==> src/rtl/wb_register_file.sv <==
// Register file with write-through bypass, a load-pending scoreboard and a count of committed writes.
// Register 0 is hard-wired to zero and is never written, bypassed or marked pending.
module wb_register_file #(
    parameter int DATA_W = 32,
    parameter int ADDR_W = 5
) (
    input  logic              clk_i,
    input  logic              rst_i,
    input  logic              RegWrite_i,
    input  logic [ADDR_W-1:0] RegAddr_i,
    input  logic [DATA_W-1:0] RegData_i,
    input  logic [ADDR_W-1:0] RS1addr_i,
    input  logic [ADDR_W-1:0] RS2addr_i,
    output logic [DATA_W-1:0] RS1data_o,
    output logic [DATA_W-1:0] RS2data_o,
    input  logic              PendSet_i,
    input  logic [ADDR_W-1:0] PendAddr_i,
    output logic              RS1busy_o,
    output logic              RS2busy_o,
    output logic [31:0]       WrCount_o
);

    localparam int NREG = 2 ** ADDR_W;

    logic [DATA_W-1:0] regs_q [NREG];
    logic [NREG-1:0]   pend_q;
    logic [NREG-1:0]   pend_d;
    logic [31:0]       wr_count_q;
    logic [31:0]       wr_count_d;
    logic              commit;
    logic              byp1;
    logic              byp2;

    assign commit = RegWrite_i && (RegAddr_i != '0);

    always_ff @(posedge clk_i or posedge rst_i) begin
        if (rst_i) begin
            for (int i = 0; i < NREG; i++) begin
                regs_q[i] <= '0;
            end
        end else if (commit) begin
            regs_q[RegAddr_i] <= RegData_i;
        end
    end

    // Clear first so that a same-address set overrides it: the newer load is still outstanding.
    always_comb begin
        pend_d = pend_q;
        if (commit) begin
            pend_d[RegAddr_i] = 1'b0;
        end
        if (PendSet_i && (PendAddr_i != '0)) begin
            pend_d[PendAddr_i] = 1'b1;
        end
        pend_d[0] = 1'b0;
    end

    assign wr_count_d = commit ? wr_count_q + 32'd1 : wr_count_q;

    always_ff @(posedge clk_i or posedge rst_i) begin
        if (rst_i) begin
            pend_q     <= '0;
            wr_count_q <= '0;
        end else begin
            pend_q     <= pend_d;
            wr_count_q <= wr_count_d;
        end
    end

    assign byp1 = RegWrite_i && (RegAddr_i == RS1addr_i);
    assign byp2 = RegWrite_i && (RegAddr_i == RS2addr_i);

    // Storage is already zero during reset, so only the bypass can show non-zero data then.
    always_comb begin
        RS1data_o = '0;
        RS2data_o = '0;
        if (RS1addr_i != '0) begin
            RS1data_o = byp1 ? RegData_i : regs_q[RS1addr_i];
        end
        if (RS2addr_i != '0) begin
            RS2data_o = byp2 ? RegData_i : regs_q[RS2addr_i];
        end
    end

    assign RS1busy_o = !rst_i && (RS1addr_i != '0) && pend_q[RS1addr_i] && !byp1;
    assign RS2busy_o = !rst_i && (RS2addr_i != '0) && pend_q[RS2addr_i] && !byp2;

    assign WrCount_o = wr_count_q;

endmodule

==> config.mk <==
export PLATFORM = sky130hd
export DESIGN_NAME = wb_register_file
export DESIGN_NICKNAME = d
export VERILOG_FILES = /design/src/rtl/wb_register_file.sv
export SDC_FILE = /design/constraint.sdc
export NUM_CORES = 2
export LEC_CHECK = 0
export ABC_AREA = 1
export ABC_CLOCK_PERIOD_IN_PS = 34300
export BUFFER_PORTS_ARGS = -buffer_cell sky130_fd_sc_hd__buf_2
export CAP_MARGIN = 20
export CORE_MARGIN = 2
export CORE_UTILIZATION = 35
export DETAILED_ROUTE_END_ITERATION = 12
export REMOVE_ABC_BUFFERS = 1
export SYNTH_ARGS = -nofsm -noshare
export SYNTH_HDL_FRONTEND = slang
export SYNTH_SLANG_ARGS = --single-unit
==> constraint.sdc <==
create_clock -name clk_i -period 34.3 [get_ports clk_i]
set_input_delay 1.715 -clock clk_i [delete_from_list [all_inputs] [get_ports clk_i]]
set_output_delay 1.715 -clock clk_i [all_outputs]
set_load 0.01 [all_outputs]
==> impl_metrics.py <==
metrics = {
    "run_status": {
        "status": "completed",
    },
    "critical_path": {
        "end_kind": "output port",
        "critPathKind": "input pin to output port",
        "r2r_cells": 10,
        "cp-startpoint": "RS1addr_i[0]",
        "r2r-end": "WrCount_o[24]$_DFFE_PP0N_",
        "cp-start-kind": "input pin",
        "crit_fanout": 103,
        "critical_path_arrival_ns": 6.56,
        "r2r-start": "WrCount_o[0]$_DFFE_PP0N_",
        "timing.reg2reg.setup_slack_ns": 32.41,
        "required_ns": 32.58,
        "crit_path_end": "RS1data_o[3]",
    },
    "cells_and_area": {
        "multi_input_area_um2": 27900,
        "area_growth_pct": 9.23,
        "seq_area_um2": 27200,
        "fillCellCount": 17800,
        "fin_util_pct": 38.5,
        "drive_above_1_share_pct": 7.13,
        "finalNetCount": 8077,
    },
    "power_and_ir_drop": {
        "p_per_area_nw_per_um2": 58.4,
        "internal-power_uw": 2660,
        "p_seq_share_pct": 43.1,
        "ir_drop_uv": 63.5,
        "switching_share_pct": 32.1,
        "p_leak_uw": 0.0299,
        "switchingPower_uw": 1260,
        "pwr-share-comb_pct": 20.6,
        "p_total_uw": 3920,
        "p_clk_share_pct": 36.4,
    },
    "global_route": {
        "antenna_found_initial": 17,
        "grt_pass1_wl_mm": 367,
        "grt_pass1_vias": 56000,
        "gr-total-overflow": 0,
        "grt_max_degree": 219,
        "grt.total_usage_pct": 27.0,
    },
    "timing": {
        "setup_tns_ns": 0,
        "setup_slack_ns": 26.02,
        "tightest_slew_ns": 1.18,
        "rsz0062_at_grt": "no",
        "finClkSkew_ns": 0.0248,
        "slew_viol_final": 0,
        "fmax_mhz": 121,
        "hold_violations": 0,
        "layout_min_cycle_time_ns": 8.28,
        "setup_violations": 0,
        "fin_crit_sh_pct": 24.1,
        "slew_headroom_pct": 21.5,
    },
    "clocking": {
        "cts_root_buf": "clkbuf_16",
        "numCtsBuffers": 131,
        "clk_latency_ns": 0.78,
        "clockBufferDepth": 3,
        "clk_pin_slew_ns": 0.06,
        "cts_resized": 0,
        "cts_tree": "built",
        "cts_hold_buffers": 0,
        "cts_htree_levels": 4,
        "post_cts_buffers": 0,
        "clkSinkCount": 1087,
    },
    "synthesis": {
        "ys_seq_area_share_pct": 44.3,
        "synthFlopType": "dfrtp_1",
        "synth_largest_area_cell": "dfrtp_1",
        "ys_ff_latch": 1087,
        "synth_edf_count": 0,
        "async_reset_ff_share_pct": 100,
        "post_synth_num_cell_types": 38,
        "syn_avg_cell_area_um2": 7.29,
        "syn_area_um2": 61400,
        "yosys_warnings": 0,
        "syn_inst": 8417,
        "synth_area_leaders": "dfrtp_1 (44%), nand2_1 (13%), o21ai_0 (11%)",
        "synth_top_area_share_pct": 44.3,
    },
    "drt": {
        "totalWireLength_mm": 247,
        "initialDrtViolationCount": 8295,
        "vias_per_cell": 5.73,
        "dr.pass1.iters": 8,
        "route.detailed.wl_per_inst_um": 23.6,
        "ant_nets": 0,
        "vias": 59900,
        "post-route-drc-count": 0,
    },
    "floorplan": {
        "die_h_um": 423,
        "io_pins": 154,
        "die_area_um2": 179000,
        "placementRows": 153,
        "design.core.area_um2": 174000,
        "die_width_um": 423,
        "start_util_pct": 35.3,
    },
    "min_path": {
        "hold_path.class": "flop to flop",
    },
    "place": {
        "dpl.hpwl_mm": 136,
        "port_buffers": 153,
        "gp_congestion": 0.860,
        "post-place-ws_ns": 26.20,
    },
    "flow_run": {
        "maxCapViolCount": 0,
    },
}
==> registers in the layout (all words and copies together), names as in the netlist <==
| signal | count |
|---|---|
| WrCount_o | 32 |
| pend_q | 31 |
| regs_q | 1024 |
==> worst min-delay path by stage <==
stage	from	endpoint	slack [ns]	depth (start not counted)
floorplan	regs_q[1000]$_DFFE_PP0P_	regs_q[1000]$_DFFE_PP0P_	0.35	0
global placement	regs_q[994]$_DFFE_PP0P_	regs_q[994]$_DFFE_PP0P_	0.37	0
detailed placement	regs_q[1009]$_DFFE_PP0P_	regs_q[1009]$_DFFE_PP0P_	0.37	0
CTS	regs_q[1000]$_DFFE_PP0P_	regs_q[1000]$_DFFE_PP0P_	0.38	0
global route	regs_q[994]$_DFFE_PP0P_	regs_q[994]$_DFFE_PP0P_	0.39	0
finish	regs_q[1009]$_DFFE_PP0P_	regs_q[1009]$_DFFE_PP0P_	0.38	0
==> cell usage in the layout (no fill, tap or decap), drive strengths merged <==
cell type	instances
dfrtp	1087
nand4	15
clkbuf	193
a32o	2
buf	265
nand3b	4
a211oi	2
o32ai	1
nor3	28
o211ai	550
o22ai	20
xor2	20
and3	1
nor3b	1
nor4	1
nand2	2098
or2	23
inv	757
nand3	882
xnor2	9
ha	1
nor2	254
o21a	8
clkinv	29
diode	8
o21ai	1428
bufinv	7
a21oi	429
==> cell type report <==
type	instances	area share [%]
Clock buffer	193	5.88
Multi-Input combinational cell	5777	41.6
Sequential cell	1087	40.6
Inverter	758	4.31
Clock inverter	35	0.573
Antenna cell	8	0.0299
Tap cell	2325	4.34
Timing Repair Buffer	265	2.65
==> metal layers <==
metal / GRT usage (%) / up-vias / routed length, µm
met5: 0 / - / 35
met4: 14.4 / 6 / 13600
met3: 5.12 / 676 / 24300
met2: 42.0 / 3376 / 109000
met1: 35.5 / 28600 / 100000
li1: - / 27200 / -
==> power by group through the flow <==
| stage | logic (µW) | registers (µW) | clock network (µW) |
|---|---|---|---|
| 2_1_floorplan | 525 | 1680 | 0 |
| 3_3_place_gp | 774 | 1690 | 0 |
| 3_5_place_dp | 795 | 1700 | 0 |
| 4_1_cts | 799 | 1680 | 1440 |
| 5_1_grt | 917 | 1710 | 1490 |
| 6_report | 806 | 1690 | 1420 |
==> logic make-up (layout without fill, tap and decap cells) <==
family	after synthesis	in the layout	share of synthesized area (%)
and+or+nand+nor	3307	3307	22.5
AOI/OAI and AO/OA	2440	2440	22.3
buffers and inverters	1553	1251	10.5
DFF	1087	1087	44.3
xor gates and xnor gates	29	29	0.414
adders and majority gates	1	1	0.0204
other	0	8	0
==> critical path, cell delays in order <==
cell and delay [ns]:
buf_8 0.29, buf_4 0.73, buf_4 0.74, buf_4 0.91
buf_4 0.86, o211ai_1 0.20, nand3_1 0.12, nand2_1 0.06
inv_1 0.06, nand2_1 0.05, nand2_1 0.05, nand2_1 0.06
a21oi_1 0.31, buf_2 0.21
==> metrics by stage <==
step / hold slack, ns / std cells / area [µm²]
after floorplan: 0.354 / 7622 / 57800
after global placement: 0.365 / 10200 / 62700
after detailed placement: 0.366 / 10200 / 62700
after CTS: 0.379 / 10400 / 67000
after global routing: 0.390 / 10400 / 67000
final: 0.380 / 10400 / 67000
==> synth_stat cells (23+ instances only) <==
library cell / instances
buf_4: 26
o211ai_1: 550
dfrtp_1: 1087
nor2_1: 234
a21oi_1: 427
buf_1: 66
nand3_1: 881
buf_2: 366
inv_1: 725
o21ai_0: 1379
o21ai_1: 49
inv_2: 30
nand2_1: 2096
or2_2: 23
clkbuf_1: 331
nor3_1: 23
Note: power is estimated with default switching activity, not from simulation.
